**src/rtl/alu_pkg.sv**
```systemverilog
// Opcode map, flag bit positions and opcode legality check.
// Shared by the ALU and its arbiter so both agree on a single definition.
package alu_pkg;

  localparam logic [3:0] OP_ADD  = 4'b0001;
  localparam logic [3:0] OP_SUB  = 4'b0010;
  localparam logic [3:0] OP_SHL  = 4'b0101;
  localparam logic [3:0] OP_SHAR = 4'b0110;
  localparam logic [3:0] OP_SHLR = 4'b0111;
  localparam logic [3:0] OP_RL   = 4'b1000;
  localparam logic [3:0] OP_RR   = 4'b1001;
  localparam logic [3:0] OP_AND  = 4'b1011;
  localparam logic [3:0] OP_OR   = 4'b1100;
  localparam logic [3:0] OP_XOR  = 4'b1101;
  localparam logic [3:0] OP_NOT  = 4'b1110;
  localparam logic [3:0] OP_MULT = 4'b1111;

  // Bit positions inside the 4-bit {N,Z,C,V} flag vector.
  localparam int unsigned CC_N = 3;
  localparam int unsigned CC_Z = 2;
  localparam int unsigned CC_C = 1;
  localparam int unsigned CC_V = 0;

  // Opcodes 0000, 0011, 0100 and 1010 are unassigned.
  function automatic logic op_legal(input logic [3:0] op);
    return !((op == 4'b0000) || (op == 4'b0011) ||
             (op == 4'b0100) || (op == 4'b1010));
  endfunction

endpackage

```
**src/rtl/rr_arb2.sv**
```systemverilog
// Two-input round-robin grant: on a tie, the port not granted last time wins.
module rr_arb2 (
  input  logic [1:0] valid,
  input  logic       last_grant,
  output logic       grant,
  output logic       any
);

  // Pick the sole requester, or alternate away from last_grant on a tie.
  always_comb begin
    any   = |valid;
    grant = (valid == 2'b11) ? ~last_grant : valid[1];
  end

endmodule

```
**src/rtl/alu_arbiter.sv**
```systemverilog
// Shares one external combinational ALU between two requesters.
// Round-robin accept, operand latch, multi-cycle hold for MULT,
// and a held per-port response with flags and illegal-opcode error.
module alu_arbiter
  import alu_pkg::*;
#(
  parameter int unsigned MUL_CYCLES = 3
) (
  input  logic        clk,
  input  logic        reset,
  input  logic        req0_valid,
  output logic        req0_ready,
  input  logic [3:0]  req0_aluop,
  input  logic [15:0] req0_a,
  input  logic [15:0] req0_b,
  output logic        rsp0_valid,
  input  logic        rsp0_ready,
  output logic [15:0] rsp0_result,
  output logic [3:0]  rsp0_cc,
  output logic        rsp0_err,
  input  logic        req1_valid,
  output logic        req1_ready,
  input  logic [3:0]  req1_aluop,
  input  logic [15:0] req1_a,
  input  logic [15:0] req1_b,
  output logic        rsp1_valid,
  input  logic        rsp1_ready,
  output logic [15:0] rsp1_result,
  output logic [3:0]  rsp1_cc,
  output logic        rsp1_err,
  output logic [15:0] alu_valA,
  output logic [15:0] alu_valB,
  output logic [3:0]  alu_aluop,
  input  logic [15:0] alu_result,
  input  logic [3:0]  alu_cc,
  output logic        busy
);

  typedef enum logic [1:0] {IDLE, EXEC, MULW, RESP} state_t;

  localparam logic [3:0] MUL_LOAD = 4'(MUL_CYCLES - 1);

  state_t      state;
  logic        owner;
  logic        last_grant;
  logic        grant;
  logic        any;
  logic [3:0]  cnt;
  logic [3:0]  sel_op;
  logic [15:0] sel_a;
  logic [15:0] sel_b;
  logic        owner_ready;
  logic        capture;

  logic        rsp_valid  [2];
  logic [15:0] rsp_result [2];
  logic [3:0]  rsp_cc     [2];
  logic        rsp_err    [2];

  rr_arb2 u_rr (
    .valid      ({req1_valid, req0_valid}),
    .last_grant (last_grant),
    .grant      (grant),
    .any        (any)
  );

  // Steer the granted request and the owner's response-ready into common nets.
  always_comb begin
    sel_op      = grant ? req1_aluop : req0_aluop;
    sel_a       = grant ? req1_a     : req0_a;
    sel_b       = grant ? req1_b     : req0_b;
    owner_ready = owner ? rsp1_ready : rsp0_ready;
    capture     = (state == EXEC) || ((state == MULW) && (cnt == '0));
  end

  assign req0_ready  = (state == IDLE) && any && !grant;
  assign req1_ready  = (state == IDLE) && any && grant;
  assign busy        = (state != IDLE);

  assign rsp0_valid  = rsp_valid[0];
  assign rsp0_result = rsp_result[0];
  assign rsp0_cc     = rsp_cc[0];
  assign rsp0_err    = rsp_err[0];
  assign rsp1_valid  = rsp_valid[1];
  assign rsp1_result = rsp_result[1];
  assign rsp1_cc     = rsp_cc[1];
  assign rsp1_err    = rsp_err[1];

  // Arbitration FSM: accept, hold ALU operands, capture into owner's response, await consume.
  always_ff @(posedge clk or posedge reset) begin
    if (reset) begin
      state      <= IDLE;
      owner      <= 1'b0;
      last_grant <= 1'b1;
      cnt        <= '0;
      alu_valA   <= '0;
      alu_valB   <= '0;
      alu_aluop  <= '0;
      for (int unsigned i = 0; i < 2; i++) begin
        rsp_valid[i]  <= 1'b0;
        rsp_result[i] <= '0;
        rsp_cc[i]     <= '0;
        rsp_err[i]    <= 1'b0;
      end
    end else begin
      case (state)
        IDLE: begin
          if (any) begin
            owner      <= grant;
            last_grant <= grant;
            alu_aluop  <= sel_op;
            alu_valA   <= sel_a;
            alu_valB   <= sel_b;
            if (!op_legal(sel_op)) begin
              rsp_result[grant] <= '0;
              rsp_cc[grant]     <= '0;
              rsp_err[grant]    <= 1'b1;
              rsp_valid[grant]  <= 1'b1;
              state             <= RESP;
            end else if ((sel_op == OP_MULT) && (MUL_CYCLES > 1)) begin
              cnt   <= MUL_LOAD;
              state <= MULW;
            end else begin
              state <= EXEC;
            end
          end
        end
        EXEC, MULW: begin
          // EXEC always captures; MULW counts down and captures once cnt hits zero.
          if (capture) begin
            rsp_result[owner] <= alu_result;
            rsp_cc[owner]     <= alu_cc;
            rsp_err[owner]    <= 1'b0;
            rsp_valid[owner]  <= 1'b1;
            state             <= RESP;
          end else begin
            cnt <= cnt - 4'd1;
          end
        end
        RESP: begin
          if (owner_ready) begin
            rsp_valid[owner] <= 1'b0;
            state            <= IDLE;
          end
        end
        default: state <= IDLE;
      endcase
    end
  end

endmodule

```
**config.mk**
```make
export PLATFORM = sky130hd
export DESIGN_NAME = alu_arbiter
export DESIGN_NICKNAME = d
export VERILOG_FILES = /design/src/rtl/alu_pkg.sv /design/src/rtl/rr_arb2.sv /design/src/rtl/alu_arbiter.sv
export SDC_FILE = /design/constraint.sdc
export NUM_CORES = 1
export LEC_CHECK = 0
export CAP_MARGIN = 20
export CORE_ASPECT_RATIO = 1.75
export CORE_MARGIN = 10
export CORE_UTILIZATION = 37
export CTS_CLUSTER_DIAMETER = 30
export DETAILED_ROUTE_END_ITERATION = 8
export PLACE_DENSITY = 0.78
export SETUP_SLACK_MARGIN = 0.4
export SYNTH_ARGS = -nofsm -noshare
export SYNTH_HDL_FRONTEND = slang
export SYNTH_SLANG_ARGS = --single-unit
```
**constraint.sdc**
```tcl
create_clock -name clk -period 2.75 [get_ports clk]
set_clock_uncertainty 0.15 [all_clocks]
set_input_delay 0.275 -clock clk [delete_from_list [all_inputs] [get_ports clk]]
set_output_delay 0.275 -clock clk [all_outputs]
set_load 0.005 [all_outputs]
```
* Word level (Yosys, flattened, before mapping) *
Index checks and enable logic that the tools add are counted.

operators by class
  add/subtract/negate cells = 1
  $lt $le $gt $ge = 4
  equal/unequal tests = 15
  muxes and demuxes = 47
  bitwise gates (word level) = 13
  reductions and logical operators = 23

operator list
  operator              number
  $mux W32              3
  $mux W16              4
  $pmux W32 S2          1
  $and A32 B32 Y32      1
  $bwmux W32            1
  $demux W16 S1         2
  $not A32 Y32          1
  $mux W4               7
  $mux W2               12
  $mux W8               3
  $pmux W8 S2           1
  $pmux W2 S3           2
  $ne A2 B2 Y1 const B  5
  $and A8 B8 Y8         1
  $bwmux W8             1
  $demux W4 S1          2
  $eq A4 B4 Y1 const B  2
  $logic_not A4 Y1      2
  $not A8 Y8            1
  $pmux W4 S2           1
  $reduce_and A4 Y1     2
  $eq A2 B2 Y1 const B  3
  $logic_and A1 B1 Y1   6
  $or A2 B2 Y2          3
  22 further kinds      36

word-level totals
  flip-flop bits (word level) = 88
  bits of input ports = 98
  output and inout bits = 83
  word-level logic and storage cells = 118

* Depth between registers and ports, before layout *
Gate-level depths: netlist of run 1.

  depth in word-level cells = 12
  mapped depth = 9
  gate-level depth less buffers = 7

* Hierarchy *
A second synthesis of run 1 with hierarchy kept.

second synthesis, totals
  cell total of the unflattened synthesis = 348
  area, all modules = 3963.8 µm²

by module, submodules not included
  module       instances  cells each  area an instance (µm²)  seq. area each (µm²)
  alu_arbiter  1          346         3950.0                  2203.4
  rr_arb2      1          2           13.8                    0.0

* Least setup slack after synthesis of run 1 *
Ideal clock, no wire load.

  path type = register to register
  start = reg state[0]
  end = reg rsp_err (netlist bit rsp0_err)
  library setup time = 0.132 ns
  arrival = 2.033 ns
  required time = 2.468 ns
  path slack = 0.435 ns
  stages on the path, launching flop included = 8
  path buffers = 1
  clock period less this slack = 2.315 ns
  path through = dfrtp_1 > inv_1 > ha_1 > inv_1 > a221o_1 > a2111oi_4 > buf_6 > o32ai_1

between the ends
  cells in the longest elaborated chain, start to end = 5

ends and longest elaborated chain
  what                                RTL line                               source
  start: declaration                  alu_arbiter.sv:43                      state_t state;
  start signal: assignment            alu_arbiter.sv:92                      state <= IDLE;
  start signal: assignment            alu_arbiter.sv:119                     state <= RESP;
  start signal: assignment            alu_arbiter.sv:122                     state <= MULW;
  $eq A2 B2 Y1                        alu_arbiter.sv:73, alu_arbiter.sv:106
  $logic_and A1 B1 Y1                 alu_arbiter.sv:73                      capture = (state == EXEC) || ((state == MULW) && (cnt == '0));
  $logic_or A1 B1 Y1                  alu_arbiter.sv:73
  $ne A2 B2 Y1 (no source line)       n/a
  $reduce_and A4 Y1 (no source line)  n/a
  end signal: indexed assignment      alu_arbiter.sv:103                     rsp_err[i] <= 1'b0;
  end signal: indexed assignment      alu_arbiter.sv:117                     rsp_err[grant] <= 1'b1;
  end signal: indexed assignment      alu_arbiter.sv:133                     rsp_err[owner] <= 1'b0;
  end: declaration                    alu_arbiter.sv:58                      logic rsp_err [2];

Several ways; a longest one is shown, not always the timed one.
A chain may end at the register's enable or synchronous reset.

* Worst setup path in the final report of run 1 *
  start = reg state[0]
  end = reg rsp_result (netlist bit rsp0_result[8])

between the ends
  cells in the longest elaborated chain, start to end = 5

ends and longest elaborated chain
  what                                RTL line                               source
  $eq A2 B2 Y1                        alu_arbiter.sv:73, alu_arbiter.sv:106
  $logic_and A1 B1 Y1                 alu_arbiter.sv:73
  $logic_or A1 B1 Y1                  alu_arbiter.sv:73
  $ne A2 B2 Y1 (no source line)       n/a
  $reduce_and A4 Y1 (no source line)  n/a
  end signal: indexed assignment      alu_arbiter.sv:131                     rsp_result[owner] <= alu_result;
  end: declaration                    alu_arbiter.sv:56                      logic [15:0] rsp_result [2];

Several ways; a longest one is shown, not always the timed one.

==> run_results.csv, run 1 <==
group,metric,value,unit
cts,insertion_delay,0.34,ns
sta,rsz0062_at_grt,"false",
sta,slew_viol_final,0,
cells_and_area,drive_gt1_share,13.8,%
global_route,antenna_found_initial,0,
status,status,"finished, final reports clean",
placed_design,port_buffers,180,
cells_and_area,n_fill_cell,835,
cells_and_area,final_net_count,657,
synth,ys_seq_elements,88,
cells_and_area,final_util,63.2,%
route,vias_per_cell,5.30,
sta,worst_slew_margin_rel,49.3,%
sta,fin_tns_setup,0,ns
synth,ys.flop_type,"dfrtp_1",
cells_and_area,diodes,0,
setup_path,startpoint_type,"register",
synth,syn-cell-area,3880,um2
setup_path,crit_type,"reg -> reg",
setup_path,path_cells,"inv_2 > ha_4 > nand4bb_1 > a221o_2 > a2111oi_4 > buf_6 > clkbuf_16 > a22o_1",
synth,ys_types,44,
cells_and_area,fin_cells,685,
cts,cts_tree,"done",
synth,ys_async_sr_fraction,100,%
global_route,grtUsageTotal,16.9,%
floorplan,ios,181,
cts,clock_sinks,88,
cts,clockRootBuffer,"clkbuf_16",
setup_path,slowest_delay,0.43,ns
sta,hold_viol_final,0,
synth,synth_area_leader_cell,"dfrtp_1",
placed_design,post-dp-hpwl,10300,um
placed_design,gp_congestion,0.862,
synth,yosysTopAreaCellShare,56.1,%
setup_path,slowest_stage,"a221o_2",
global_route,grt_max_degree,45,
floorplan,die_width,97.4,um
route,routed_wirelength,13700,um
sta,tightest_slew,0.760,ns
route,vias,3633,
power,ir_drop,0.000651,V
global_route,grt_remaining_overflow,0,
synth,ys_top_cells_by_area,"dfrtp_1, a22o_1, nand2_1",
setup_path,cp.arrival,2.38,ns
global_route,grt_pass1_vias,3982,
floorplan,die_area,15100,um2
sta,period_share,82.0,%
synth,synth_edf_count,0,
power,power.leakage,0.00285,uW
synth,seq_area_frac_synth,56.8,%
sta,whs,0.271,ns
route,route.detailed.drc,0,
cts,htree_num_levels,3,
setup_path,cp.required,2.88,ns
synth,synthCells,350,
power,power,7640,uW
setup_path,cp_top_family,"compound AO/OA/AOI/OAI gates",
setup_path,rr_startpoint,"state[0]$_DFFE_PP0P_",
synth,syn_avg_cell_area,11.1,um2
global_route,grt_pass1_wl,21100,um
floorplan,start_util,37.7,%
cts,clk_path_buf_depth,2,
route,dr.first_iter.drc_count,144,
cts,cts_buffers,9,
route,ant_nets,0,
route,wl_per_cell,20.0,um
setup_path,path_buf_inv,3,
sta,max_freq,443,MHz
floorplan,die_h,155,um
placed_design,dp.cells,654,
sta,finalSetupViolCount,0,
worst_hold_path,hp-class,"in -> async",
cts,clk_pin_slew_worst_paths,0.07,ns
sta,layout_min_cycle_time,2.26,ns
floorplan,row_count,49,
cells_and_area,area_growth,67.7,%
power,cellPowerDensity,1170,nW/um2
route,firstDrtPassIters,4,
floorplan,coreArea,10300,um2
setup_path,critPathLaunch,"state[0]$_DFFE_PP0P_",
synth,syn_nets,454,
setup_path,end_kind,"register",
setup_path,cp_max_fo,5,
synth,yosysWarnings,0,
job,cap_viol_max_count,0,
-- metal layers --
layer / vias to the layer above / wire length (um) / global-route usage [%]
met5: - / 0 / 0
met1: 1764 / 4670 / 16.4
met3: 28 / 1100 / 6.34
li1: 1688 / - / -
met2: 153 / 7600 / 31.4
met4: 0 / 336 / 6.47
-- power breakdown --
part | total (uW) | internal [uW] | switching, uW
combinational | 4170 | 2410 | 1760
sequential | 2250 | 1890 | 362
clock | 1220 | 644 | 572
total | 7640 | 4950 | 2690
-- synthesized netlist by cell type, drive strengths merged, types with 2 or more instances --
library cell,number
dfrtp,87
nand2,75
a22o,40
a22oi,33
o21ai,14
clkbuf,12
inv,10
buf,8
nor2,8
ha,6
mux2i,6
nand2b,6
a21oi,5
o32ai,4
nor3b,3
o221a,3
a211oi,2
a21o,2
a221o,2
nand3,2
nand3b,2
nand4,2
nor3,2
or2,2
xnor2,2
-- placed cells by master, fill, tap and decap left out, types with 3 or more instances in the layout --
cell type	instances
o21ai_0	12
buf_6	3
nand2_1	75
inv_1	6
dfrtp_1	87
buf_4	21
clkbuf_16	11
buf_12	5
a21oi_1	4
ha_1	4
mux2i_1	6
nand2b_1	6
a22o_1	40
nor2_1	5
inv_8	3
clkdlybuf4s50_1	178
inv_2	3
nor2_2	3
o221a_2	3
a22oi_1	33
o32ai_1	3
-- worst register-to-register path, delay by kind of cell (launching register included) --
family | cells | cell delay [ns]
flops | 1 | 0.40
fa+ha+maj | 1 | 0.16
compound gates | 3 | 0.87
buf+inv | 3 | 0.45
simple gates | 1 | 0.18
-- layout make-up --
class                      count  area, um2  area share [%]
clock buffer                   9        225            3.46
clock inverter                 7       75.1            1.15
inverter                      10       41.3           0.635
multi-input combinational    232       1630            25.1
sequential                    88       2200            33.9
tap                          127        159            2.44
timing repair buffer         212       2170            33.3
-- per-stage QoR --
step | worst slack, ns | instance area, um2
floorplan | 0.435 | 3880
global placement | 0.197 | 5950
detailed placement | 0.138 | 5950
CTS | 0.413 | 6350
global route | 0.405 | 6510
finish | 0.494 | 6510
-- cell families after synthesis --
family	count (synthesis)	synth area share [%]
fa+ha+maj	6	1.93
flops	88	56.8
xor+xnor	2	0.452
simple gates	104	11.7
compound gates	113	23.7
buf+inv	30	3.55
mux	7	1.84
-- state kept, by name, indices dropped and copies added (netlist names) --
| register | cells |
|---|---|
| rsp0_result | 16 |
| rsp0_cc | 4 |
| rsp1_err | 1 |
| rsp0_valid | 1 |
| alu_valB | 16 |
| alu_valA | 16 |
| alu_aluop | 4 |
| owner | 1 |
| cnt | 4 |
| rsp1_valid | 1 |
| rsp1_cc | 4 |
| last_grant | 1 |
| rsp1_result | 16 |
| rsp0_err | 1 |
| state | 2 |
-- timing repair --
item,CTS,global route
gates resized for setup,9,13
pin swaps,1,2
gates cloned,1,3
buffers inserted,8,3
endpoints found under the setup margin,45,41
hold buffers,0,0
-- worst paths after layout --
check	end	slack, ns	cells past startpoint
worst max register to register	rsp0_result[8]$_DFFE_PP0P_	0.49	8
worst min register to register	rsp0_cc[3]$_DFFE_PP0P_	0.35	1
worst max-delay path	rsp0_result[8]$_DFFE_PP0P_	0.49	8
min in group clk	alu_valB[9]$_DFFE_PP0P_	0.31	3
max in group asynchronous	rsp0_result[15]$_DFFE_PP0P_	1.51	3
worst min-delay path	rsp1_result[12]$_DFFE_PP0P_	0.27	2
Power figures use the tool's default switching activity.
==> inputs of run 2 (changes only) <==
==> constraint.sdc (replaced) <==
create_clock -name clk -period 1.8 [get_ports clk]
set_clock_uncertainty 0.15 [all_clocks]
set_input_delay 0.18 -clock clk [delete_from_list [all_inputs] [get_ports clk]]
set_output_delay 0.18 -clock clk [all_outputs]
set_load 0.005 [all_outputs]
==> run 2 against run 1 <==
Against the previous run:
- critical endpoint is now rsp0_result[12]$_DFFE_PP0P_
- routed wire length up 13%
- largest cell class is now non-clock buffers
- the run now ends with negative setup slack left
- sequential cell count stayed put
- worst hold slack worse by 0.061 ns
==> run_results.csv, run 2 (synthesis gave the netlist of run 1 again) <==
group,metric,value,unit
cts,insertion_delay,0.33,ns
global_route,grt_remaining_overflow,0,
floorplan,die_area,15100,um2
cts,clk_pin_slew_worst_paths,0.06,ns
cts,cts_hold_buf,0,
route,route.detailed.drc,0,
power,p_seq_share,27.0,%
cells_and_area,fin_cells,729,
floorplan,ios,181,
worst_hold_path,hp-class,"in -> async",
setup_path,r2r-end,"rsp0_result[12]$_DFFE_PP0P_",
cells_and_area,final_net_count,701,
global_route,grt_max_degree,89,
sta,rsz0062_at_grt,"true",
cells_and_area,layout_commonest_cell,"clkdlybuf4s50_1",
cts,cts_buffers,9,
route,ant_nets,0,
route,routed_wirelength,15500,um
cells_and_area,final_area,7260,um2
setup_path,crit_type,"reg -> reg",
cells_and_area,area_growth,87.1,%
cts,clock_sinks,88,
cts,clk_path_buf_depth,2,
cells_and_area,layout_common_cells,"clkdlybuf4s50_1, dfrtp_1, dlygate4sd2_1, nand2_1, buf_4",
setup_path,end_kind,"register",
route,vias,3904,
route,wl_per_cell,21.2,um
setup_path,cp.required,1.92,ns
route,dr.first_iter.drc_count,115,
status,status,"complete, but fails checks",
setup_path,reg2reg_slack,-0.46,ns
cells_and_area,n_fill_cell,759,
job,cap_viol_max_count,0,
power,ir_drop,0.000947,V
cts,cts_tree,"done",
floorplan,coreArea,10300,um2
power,intPower,8190,uW
global_route,grt_pass1_wl,23000,um
power,p_switching,4620,uW
power,power.leakage,0.00345,uW
cts,clockRootBuffer,"clkbuf_16",
placed_design,post-dp-hpwl,10200,um
floorplan,die_width,97.4,um
global_route,antenna_found_initial,0,
setup_path,reg2regPathDepth,9,
global_route,grtUsageTotal,18.6,%
placed_design,dp.cells,685,
setup_path,cp.arrival,2.38,ns
sta,worst_slew_margin_rel,64.4,%
power,power,12800,uW
power,power_frac_clock,14.7,%
placed_design,pre_cts_ws,-0.628,ns
placed_design,gp_congestion,0.814,
sta,layout_setup_ws,-0.463,ns
route,vias_per_cell,5.36,
cells_and_area,final_util,70.5,%
setup_path,cp_max_fo,10,
route,firstDrtPassIters,4,
floorplan,start_util,37.7,%
sta,finalSetupViolCount,79,
cells_and_area,drive_gt1_share,27.9,%
setup_path,rr_startpoint,"state[1]$_DFFE_PP0P_",
floorplan,die_h,155,um
sta,period_share,126,%
power,p_comb_share,58.3,%
placed_design,port_buffers,180,
cts,htree_num_levels,3,
sta,hold_viol_final,0,
placed_design,dpl-instance-area,6220,um2
sta,layout_min_cycle_time,2.26,ns
power,cellPowerDensity,1760,nW/um2
global_route,grt_pass1_vias,4276,
status,failed_checks,"negative setup slack",
floorplan,row_count,49,
sta,slew_viol_final,0,
setup_path,startpoint_type,"register",
sta,tightest_slew,0.535,ns
cells_and_area,diodes,0,
power,switching_share,36.1,%
sta,max_freq,442,MHz
==> run 2: cell types whose count changed in the layout (fill, tap and decap cells not counted), moves of 5 or more <==
cell and delta:
a22oi_2 +32, dlygate4sd2_1 +78, buf_4 +20, a22oi_1 -32, buf_16 +5, clkdlybuf4s50_1 -81, o21ai_0 -8, o21ai_2 +6
buf_12 +7, buf_6 +10
==> run 2: what timing repair did <==
item / 4_1_cts / 5_1_grt
resized for setup: 154 / 32
buffers inserted: 7 / 8
endpoints found under the setup margin: 171 / 93
hold endpoints to repair: 0 / 0
pin swaps: 7 / 69
gates cloned: 7 / 6
==> run 2: stage by stage <==
| step | setup TNS, ns | hold slack (ns) |
|---|---|---|
| after floorplan | -10.99 | 0.135 |
| after global placement | -34.60 | 0.328 |
| after detailed placement | -38.65 | 0.326 |
| after CTS | -20.62 | 0.202 |
| after global routing | -27.07 | 0.225 |
| final | -21.40 | 0.211 |
==> run 2: worst max path at each step <==
stage / from / endpoint / slack, ns / depth (start not counted)
CTS: state[1]$_DFFE_PP0P_ / rsp1_result[4]$_DFFE_PP0P_ / -0.41 / 7
finish: state[1]$_DFFE_PP0P_ / rsp0_result[12]$_DFFE_PP0P_ / -0.46 / 9
floorplan: state[1]$_DFFE_PP0P_ / rsp1_result[14]$_DFFE_PP0P_ / -0.30 / 8
global placement: req1_aluop[3] / rsp1_cc[0]$_DFFE_PP0P_ / -0.58 / 7
global route: state[1]$_DFFE_PP0P_ / rsp0_result[12]$_DFFE_PP0P_ / -0.54 / 9
detailed placement: req1_aluop[3] / rsp1_result[4]$_DFFE_PP0P_ / -0.63 / 7
==> run 2: layer usage <==
metal	global-route usage (%)	vias to the layer above	part of all wire, %
met5	0	-	0
met3	6.74	24	6.8
met4	5.70	0	2.3
li1	-	1780	-
met1	17.8	1936	34
met2	35.7	164	57
==> run 2: power groups by stage <==
| stage | clock network, uW | logic [uW] | registers, uW |
|---|---|---|---|
| after global routing | 2000 | 8000 | 3560 |
| final | 1880 | 7480 | 3450 |
| after global placement | 0 | 5920 | 3410 |
| after detailed placement | 0 | 6160 | 3430 |
| after floorplan | 0 | 2840 | 3440 |
| after CTS | 1920 | 6700 | 3420 |
==> run 2: cell type report <==
class | instances | area, um2 | area share (%)
Timing Repair Buffer | 256 | 2700 | 37.1
Sequential cell | 88 | 2200 | 30.3
Multi-Input combinational cell | 232 | 1850 | 25.5
Clock buffer | 9 | 225 | 3.10
Tap cell | 127 | 159 | 2.19
Clock inverter | 7 | 77.6 | 1.07
Inverter | 10 | 46.3 | 0.638
==> run 2: worst max-delay path, stage by stage (launching register included) <==
cell and delay [ns]:
dfrtp_1 0.41, inv_2 0.11, ha_4 0.22, nor2b_4 0.12, a221o_1 0.35, buf_6 0.14
a2111oi_4 0.20, buf_6 0.19, clkbuf_16 0.17, a22o_1 0.14
